--- src/rtl/ext_bus_pkg.sv ---
// Shared types and constants for the external multiplexed-bus target.
// Holds the FSM state encoding, bus widths and the excluded I/O window.
package ext_bus_pkg;

  localparam int ADDR_W = 32;
  localparam int DATA_W = 8;
  localparam int AD_W   = 16;

  localparam logic [11:0] IO_BASE_DEFAULT = 12'h1A1;
  localparam logic [2:0]  IO_SUB         = 3'b000;

  typedef enum logic [2:0] {
    IDLE,
    ADDR_HI,
    DATA,
    CMD,
    ACCESS,
    READY,
    DRAIN
  } state_t;

  // True when the address falls in the on-chip I/O window that this target must ignore.
  function automatic logic in_io_window(input logic [ADDR_W-1:0] addr,
                                        input logic [11:0]       io_base);
    return (addr[31:20] == io_base) && (addr[19:17] == IO_SUB);
  endfunction

endpackage

--- src/rtl/ext_bus_addr_decode.sv ---
// Off-chip window decode: selected when above the low 4 KiB and outside the I/O window.
// Purely combinational so the system bench checker can reuse it as-is.
module ext_bus_addr_decode
  import ext_bus_pkg::*;
#(
  parameter logic [11:0] IO_BASE = IO_BASE_DEFAULT
) (
  input  logic [ADDR_W-1:0] addr,
  output logic              sel
);

  // The page offset never takes part in the decision.
  logic unused_page_bits;
  assign unused_page_bits = ^addr[11:0];

  assign sel = (addr[31:12] != '0) && !in_io_window(addr, IO_BASE);

endmodule

--- src/rtl/ext_bus_responder.sv ---
// Target side of the MCU multiplexed address/data bus: collects a 32-bit address
// and a data byte, runs one backend byte access and answers with EXT_READY.
module ext_bus_responder
  import ext_bus_pkg::*;
#(
  parameter int                 TIMEOUT  = 64,
  parameter logic [11:0]        IO_BASE  = IO_BASE_DEFAULT,
  parameter logic [DATA_W-1:0]  ERR_DATA = 8'hFF
) (
  input  logic              clk,
  input  logic              rst,
  input  logic              AE,
  input  logic              EXT_READ,
  input  logic              EXT_WRITE,
  input  logic [AD_W-1:0]   EXT_AD_in,
  output logic [DATA_W-1:0] EXT_AD_out,
  output logic              EXT_AD_oe,
  output logic              EXT_READY,
  output logic [ADDR_W-1:0] mem_addr,
  output logic [DATA_W-1:0] mem_wdata,
  output logic              mem_read,
  output logic              mem_write,
  input  logic [DATA_W-1:0] mem_rdata,
  input  logic              mem_ready,
  output logic              bus_err
);

  localparam int                CNT_W    = (TIMEOUT > 1) ? $clog2(TIMEOUT) : 1;
  localparam logic [CNT_W-1:0]  CNT_LAST = CNT_W'(TIMEOUT - 1);

  state_t              state;
  state_t              state_next;
  logic [ADDR_W-1:0]   addr;
  logic [DATA_W-1:0]   wdata;
  logic [DATA_W-1:0]   rdata;
  logic                is_read;
  logic [CNT_W-1:0]    cnt;
  logic                sel;

  logic                load_lo;
  logic                load_hi;
  logic                load_wdata;
  logic                issue;
  logic                take_rdata;
  logic                time_out;
  logic                flag_err;

  logic                one_strobe;
  logic                both_strobes;
  logic                no_strobe;

  assign one_strobe   = EXT_READ ^ EXT_WRITE;
  assign both_strobes = EXT_READ & EXT_WRITE;
  assign no_strobe    = ~(EXT_READ | EXT_WRITE);

  ext_bus_addr_decode #(
    .IO_BASE (IO_BASE)
  ) u_decode (
    .addr (addr),
    .sel  (sel)
  );

  // NOTE: non-blocking assignments for every register so all flops update together at the edge.
  always_ff @(posedge clk) begin
    if (rst) state <= IDLE;
    else     state <= state_next;
  end

  // NOTE: every output of this block gets a default first, so no path can infer a latch.
  always_comb begin
    state_next = state;
    load_lo    = 1'b0;
    load_hi    = 1'b0;
    load_wdata = 1'b0;
    issue      = 1'b0;
    take_rdata = 1'b0;
    time_out   = 1'b0;
    flag_err   = 1'b0;

    unique case (state)
      IDLE: begin
        if (AE) begin
          load_lo    = 1'b1;
          state_next = ADDR_HI;
        end
      end

      ADDR_HI: begin
        if (AE) begin
          load_hi    = 1'b1;
          state_next = DATA;
        end else begin
          state_next = IDLE;
        end
      end

      DATA: begin
        if (!AE) begin
          load_wdata = 1'b1;
          state_next = CMD;
        end
      end

      CMD: begin
        // A fresh AE here restarts the address phase with this cycle's low half.
        if (AE) begin
          load_lo    = 1'b1;
          state_next = ADDR_HI;
        end else if (both_strobes) begin
          flag_err   = 1'b1;
          state_next = DRAIN;
        end else if (one_strobe) begin
          if (sel) begin
            issue      = 1'b1;
            state_next = ACCESS;
          end else begin
            state_next = DRAIN;
          end
        end
      end

      ACCESS: begin
        if (mem_ready) begin
          take_rdata = 1'b1;
          state_next = READY;
        end else if (cnt == CNT_LAST) begin
          time_out   = 1'b1;
          flag_err   = 1'b1;
          state_next = READY;
        end
      end

      READY: begin
        if (no_strobe) state_next = IDLE;
      end

      DRAIN: begin
        if (no_strobe) state_next = IDLE;
      end

      default: state_next = IDLE;
    endcase
  end

  always_ff @(posedge clk) begin
    if (rst) begin
      addr      <= '0;
      wdata     <= '0;
      rdata     <= '0;
      is_read   <= 1'b0;
      cnt       <= '0;
      mem_addr  <= '0;
      mem_wdata <= '0;
      mem_read  <= 1'b0;
      mem_write <= 1'b0;
      bus_err   <= 1'b0;
    end else begin
      mem_read  <= issue & EXT_READ;
      mem_write <= issue & EXT_WRITE;
      bus_err   <= flag_err;

      if (load_lo)    addr[15:0]  <= EXT_AD_in;
      if (load_hi)    addr[31:16] <= EXT_AD_in;
      if (load_wdata) wdata       <= EXT_AD_in[DATA_W-1:0];

      if (issue) begin
        mem_addr  <= addr;
        mem_wdata <= wdata;
        is_read   <= EXT_READ;
        cnt       <= '0;
        rdata     <= '0;
      end else if (state == ACCESS) begin
        cnt <= cnt + CNT_W'(1);
      end

      // Late completions after a timeout land outside ACCESS and are never captured.
      if (take_rdata && is_read) rdata <= mem_rdata;
      else if (time_out)         rdata <= ERR_DATA;
    end
  end

  assign EXT_READY  = (state == READY);
  assign EXT_AD_oe  = EXT_READY && is_read;
  assign EXT_AD_out = EXT_AD_oe ? rdata : '0;

endmodule

--- config.mk ---
export PLATFORM = sky130hd
export DESIGN_NAME = ext_bus_responder
export DESIGN_NICKNAME = d
export VERILOG_FILES = /design/src/rtl/ext_bus_pkg.sv /design/src/rtl/ext_bus_addr_decode.sv /design/src/rtl/ext_bus_responder.sv
export SDC_FILE = /design/constraint.sdc
export NUM_CORES = 1
export LEC_CHECK = 0
export CORE_UTILIZATION = 48
export CTS_BUF_LIST = sky130_fd_sc_hd__clkbuf_8
export CTS_CLUSTER_DIAMETER = 50
export DETAILED_ROUTE_END_ITERATION = 10
export PLACE_DENSITY = 0.9
export SLEW_MARGIN = 30
export SYNTH_ARGS = -nofsm -noshare
export SYNTH_HDL_FRONTEND = slang
export SYNTH_SLANG_ARGS = --single-unit
--- constraint.sdc ---
create_clock -name clk -period 1.91 [get_ports clk]
set_clock_uncertainty 0.2 [all_clocks]
set_input_delay 0.191 -clock clk [delete_from_list [all_inputs] [get_ports clk]]
set_output_delay 0.191 -clock clk [all_outputs]
set_load 0.02 [all_outputs]
### Word-level counts from Yosys, hierarchy flattened

Index checks and enable logic that the tools add are counted.

* $add $sub $neg: 1
* eq/ne operators: 13
* multiplexer cells: 33
* bitwise gates (word level): 5
* reductions and logical operators: 13

Operator list (count)
* 8-bit 2-to-1 mux: 4
* 3-bit 2-to-1 mux: 8
* 20-bit nonzero test: 1
* 3-bit case mux with 6 select lines: 1
* 1-bit 2-to-1 mux: 17
* 12-bit by 9-bit equality test with 1-bit output, second input constant: 1
* 3-bit equality test, second input constant: 3
* 6-bit by 1-bit adder with 6-bit output, second input constant: 1
* 3-bit by 2-bit equality test with 1-bit output, second input constant: 2
* 6-bit equality test, second input constant: 1
* 3-bit logical NOT: 2
* 2-bit != test, second input constant: 3
* 2-bit OR reduction: 3
* 5-bit AND reduction: 1
* 1-bit logical AND: 4
* 2-bit 2-to-1 mux: 2
* 4-bit != test, second input constant: 1
* 1-bit AND: 3
* 3-bit by 1-bit equality test with 1-bit output, second input constant: 1
* 3-bit != test, second input constant: 1
* 3-bit nonzero test: 1
* 1-bit case mux with 2 select lines: 1
* 1-bit logical NOT: 1
* 1-bit bitwise OR: 1
* 1-bit XOR: 1

* register bits: 101
* input port bits: 30
* output and inout bits: 53
* logic and storage cells: 77

### Logic depth before layout (Yosys ltp)

* word-level depth: 12
* depth in mapped cells: 7
* depth with buffers taken out: 6

### Cells and area by module

Synthesis repeated with hierarchy kept, for this count alone.

* cells, all modules: 472
* area, all modules: 3965.1 µm²

Modules (own cells, without submodules)
* ext_bus_responder: instances 1, cells an instance 464, area an instance 3902.5 µm², sequential area each 2021.9 µm²
* ext_bus_addr_decode: instances 1, cells an instance 8, area an instance 62.6 µm², sequential area each 0.0 µm²

### Least setup slack after synthesis

Ideal clock, no wire load.

* kind: reg-to-reg
* start: register addr[14]
* end: register is_read
* library setup time: 0.120 ns
* arrival time: 1.560 ns
* required time: 1.590 ns
* path slack: 0.030 ns
* stages on the path, launching flop included: 6
* path buffers: 1
* clock period less this slack: 1.880 ns
* cells stage by stage: dfxtp_1 > or4_4 > o31ai_4 > o22ai_4 > buf_6 > mux2i_1

* word-level cells in the longest chain between the ends: 7

Ends and longest elaborated chain
* from (decl): line ext_bus_responder.sv:33 `logic [ADDR_W-1:0] addr;`
* from (signal assigned): line ext_bus_responder.sv:162 `if (load_lo) addr[15:0] <= EXT_AD_in;`
* 20-bit nonzero test: line ext_bus_addr_decode.sv:16 `assign sel = (addr[31:12] != '0) && !in_io_window(addr, IO_BASE);`
* 1-bit logical AND: line ext_bus_addr_decode.sv:16
* 1-bit 2-to-1 mux: line ext_bus_responder.sv:113 `if (sel) begin`
* 1-bit 2-to-1 mux: line ext_bus_responder.sv:112 `end else if (one_strobe) begin`
* 1-bit 2-to-1 mux: line ext_bus_responder.sv:109 `end else if (both_strobes) begin`
* 1-bit 2-to-1 mux: line ext_bus_responder.sv:106 `if (AE) begin`
* 1-bit 2-to-1 mux: line ext_bus_responder.sv:80 `unique case (state)`
* to (signal assigned): line ext_bus_responder.sv:150 `is_read <= 1'b0;`
* to (signal assigned): line ext_bus_responder.sv:169 `is_read <= EXT_READ;`
* to (decl): line ext_bus_responder.sv:36 `logic is_read;`

Every way passes these cells.
A chain may end at the register's enable or synchronous reset.

### Worst setup path after layout

* start: register addr[28]
* end: register state[1]

* word-level cells in the longest chain between the ends: 9
* elaborated cells between the ends (all ways): 10
* classes of those cells: eq/ne (1); mux (5); reduce/logical (4)

Ends and longest elaborated chain
* from (signal assigned): line ext_bus_responder.sv:163 `if (load_hi) addr[31:16] <= EXT_AD_in;`
* 12-bit by 9-bit equality test with 1-bit output: line ext_bus_pkg.sv:25 `return (addr[31:20] == io_base) && (addr[19:17] == IO_SUB);`
* 1-bit logical AND: line ext_bus_pkg.sv:25
* 1-bit logical NOT: line ext_bus_addr_decode.sv:16
* 1-bit logical AND *: line ext_bus_addr_decode.sv:16
* 2-bit 2-to-1 mux *: line ext_bus_responder.sv:113
* 3-bit 2-to-1 mux *: line ext_bus_responder.sv:112
* 3-bit 2-to-1 mux *: line ext_bus_responder.sv:109
* 3-bit 2-to-1 mux *: line ext_bus_responder.sv:106
* 3-bit case mux with 6 select lines *: line ext_bus_responder.sv:80
* to (signal assigned): line ext_bus_responder.sv:66 `else state <= state_next;`
* to (decl): line ext_bus_responder.sv:31 `state_t state;`

Every way passes the cells marked *; elsewhere a longest branch is shown, timed or not. The select of a mux whose other input is x is not followed.

==> summary.txt <==
Status
  – Outcome: finished with violations
  – Failing checks: setup timing

Drt
  – 1st-iter DRT viols: 230
  – DRT Wirelength: approximately 11,000 um
  – Vias/cell: 5.52
  – First-pass iteration count of the detailed router: 5
  – ANT nets after route: 0
  – DR WL/cell: ~16 um
  – DR vias: between 3,000 and 4,000
  – DRC viols: 0

Setup path
  – Crit path kind: reg2reg
  – Startpoint types: flip-flop
  – RR Startpoint: addr[28]$_SDFFE_PP0P_
  – Data arrival, critical path: approximately 2.2 ns
  – Critical path origin: addr[28]$_SDFFE_PP0P_
  – Critical Path End Type: flip-flop
  – CP Max Fanout: 2
  – Req. time, crit path: 1.99 ns
  – Reg-to-reg setup timing slack: -0.17 ns

Pwr
  – Leak pwr: 2.02 nW
  – Total power: slightly above 0.004 W
  – Total power per unit cell area: 735 nW/um2
  – Worst IR drop on VDD: approximately 0.42 mV

Clock tree
  – Clock latency on the worst-skew pair: between 0.3 and 0.4 ns
  – H-Tree Depth: 3
  – CTS tree: done
  – CTS Hold Bufs: 0
  – CTS clk-pin slew, worst paths: about 0.10 ns
  – Total CTS buffers: 9
  – Root Buffer: clkbuf_8
  – Clock net sink count: a little over 100
  – Deepest clock path buffer count: 2

Timing
  – Tcrit/Tclk final: 109%
  – Unrepaired setup endpoints after global routing: yes
  – Max-slew violations: 0
  – Setup violators final: 63
  – FMAX: just under 500 MHz
  – Tightest Pin Transition: 0.581 ns
  – Min Clock Period, post-route: slightly above 2 ns
  – Final Hold Fails: 0
  – Worst setup margin: -0.167 ns
  – Relative max-transition margin: around 61%

Yosys
  – Sequential area share after synthesis: about half
  – Synth Register Bits: 101
  – Syn Std Cell Area: ~4200 um2
  – Synth Net Count: 504
  – Synth warn: 0
  – Average cell area after synthesis: 8.81 um2
  – Post-synth cell types: 42
  – Gate Count Post-Synth: around 470

Floorplanning
  – I/O pin count: 83
  – DIE HEIGHT: 95 um
  – Starting density of the core: 50.0%
  – Num rows: 33
  – Area of the die: about 9000 um2
  – Die W: around 95 um
  – Core area: slightly above 8000 um2

Finish
  – # diodes: 0
  – Commonest cells after routing, fill and taps aside: nand2_1 (138), dfxtp_1 (96), clkdlybuf4s50_1 (71), mux2i_1 (57), a21oi_1 (39)
  – Fillers: roughly 600
  – Layout cells sized above 1: ~16%
  – P&R area growth vs syn: 34.7%
  – Commonest non-fill, non-tap cell in the layout: nand2_1
  – Layout Nets: 607

Place
  – Detail Placement HPWL: roughly 7000 um
  – Place WS: -0.385 ns
  – Gp weighted congestion: between 0.8 and 0.9
  – Number of port buffers: 82

Global route
  – Grt peak-use layer: met2
  – GRT Residual Overflow: 0
  – GR Util met1: between 20% and 30%
  – Vias in the first global route: approximately 3,600
  – Met3 usage: approximately 4.5%
  – Grt met2 use: between 40% and 50%
  – GRT Resource Usage Total: 23.8%
  – Antenna violations before repair: 0
  – Pin count of the biggest net entering global routing: between 50 and 60
  – Global-route wire length before repair: 16,500 um

Flow run
  – Max Cap Viol: 0

Hold path
  – Hold Path Class: in2reg
  – HP Start: rst
Yosys cell counts, drive strengths merged:
master   count  area, um2
dfxtp      101       2020
a211o        1       8.76
o22ai       10       76.3
nor4         3       18.8
nand3b       2       15.0
inv          3       11.3
and3b        1       8.76
or3          2       12.5
nand4        3       18.8
o211ai       1       7.51
a41oi        1       8.76
xnor2        1       8.76
nor3         4       20.0
a21oi       39        195
and4bb       1       12.5
o21bai       1       7.51
nand2      139        522
clkbuf      26       97.6
nor2b        5       31.3
ha           3       37.5
buf          7       62.6
o221ai       1       15.0
nand4bb      1       11.3
a311o        1       10.0
nor4bb       1       10.0
and3         5       31.3
a31oi        1       6.26
nor3b        1       12.5
o21ai        2       10.0
nor2        24       90.1
nand3        2       10.0
or4          2       18.8
and2         9       56.3
xor2         4       35.0
mux2i       58        581
nand2b       2       12.5
o31ai        1       21.3
nor4b        2       17.5
state kept, by name (all words and copies together), names as in the netlist:
register,count
addr,32
mem_addr,32
mem_wdata,8
rdata,8
wdata,8
cnt,6
state,3
bus_err,1
is_read,1
mem_read,1
mem_write,1
kinds of logic after synthesis:
kind of cell             after synthesis  synth area share [%]
AND/OR/NAND/NOR                      209                  22.4
buffers and inverters                 36                  4.13
flip-flops                           101                  48.7
multiplexers                          58                  14.0
XOR/XNOR                               5                  1.05
adder cells (fa/ha/maj)                3                 0.904
AO/OA/AOI/OAI                         59                  8.83
through the flow:
stage,util (%),hold slack [ns],area (um2),setup TNS [ns],instances
after global routing,67.4,0.114,5590,-10.15,684
after CTS,66.2,0.0941,5500,-1.78,674
final,67.4,0.121,5590,-6.17,684
after floorplan,-,0.127,4150,0,471
after global placement,63.1,0.237,5240,-18.17,657
after detailed placement,63.1,0.247,5240,-22.75,657
where the power goes:
part | internal (W) | switching (W)
clock | 0.000549 | 0.000833
sequential | 0.00216 | 0.0000352
combinational | 0.000257 | 0.000277
total | 0.00297 | 0.00115
critical path: stages (launching register included):
cell and delay [ns]:
dfxtp_2 0.33, or4_4 0.54, o31ai_4 0.30, buf_4 0.18
buf_4 0.11, o211ai_1 0.10, a31oi_1 0.22
routing by layer:
metal	wire length (um)	up-vias	part of all wire, %
li1	-	1788	-
met1	4390	1801	40
met2	5670	167	51
met3	803	22	7.2
met4	214	0	1.9
met5	0	-	0
path summary, 6_finish.rpt:
| path | end | depth (start not counted) |
|---|---|---|
| setup / recovery | state[1]$_SDFFE_PP0P_ | 6 |
| hold / removal | cnt[0]$_SDFFE_PP0N_ | 5 |
| setup reg to reg | state[1]$_SDFFE_PP0P_ | 6 |
| hold reg to reg | mem_addr[27]$_SDFFE_PP0P_ | 2 |
final cells by class:
cell class | count | area (um2) | share of cell area, %
clock buffers | 10 | 138 | 2.46
clock inverters | 6 | 63.8 | 1.14
inverters | 3 | 11.3 | 0.201
multi-input cells | 335 | 2040 | 36.5
flip-flops and latches | 101 | 2030 | 36.3
well taps | 105 | 131 | 2.35
repair buffers | 124 | 1180 | 21.1
what timing repair did:
action,in CTS,in global routing
resized for setup,38,23
gates cloned,0,4
buffers inserted,1,6
pin swaps,2,5
setup endpoints to repair,76,75
Note: power is estimated with default switching activity, not from simulation.
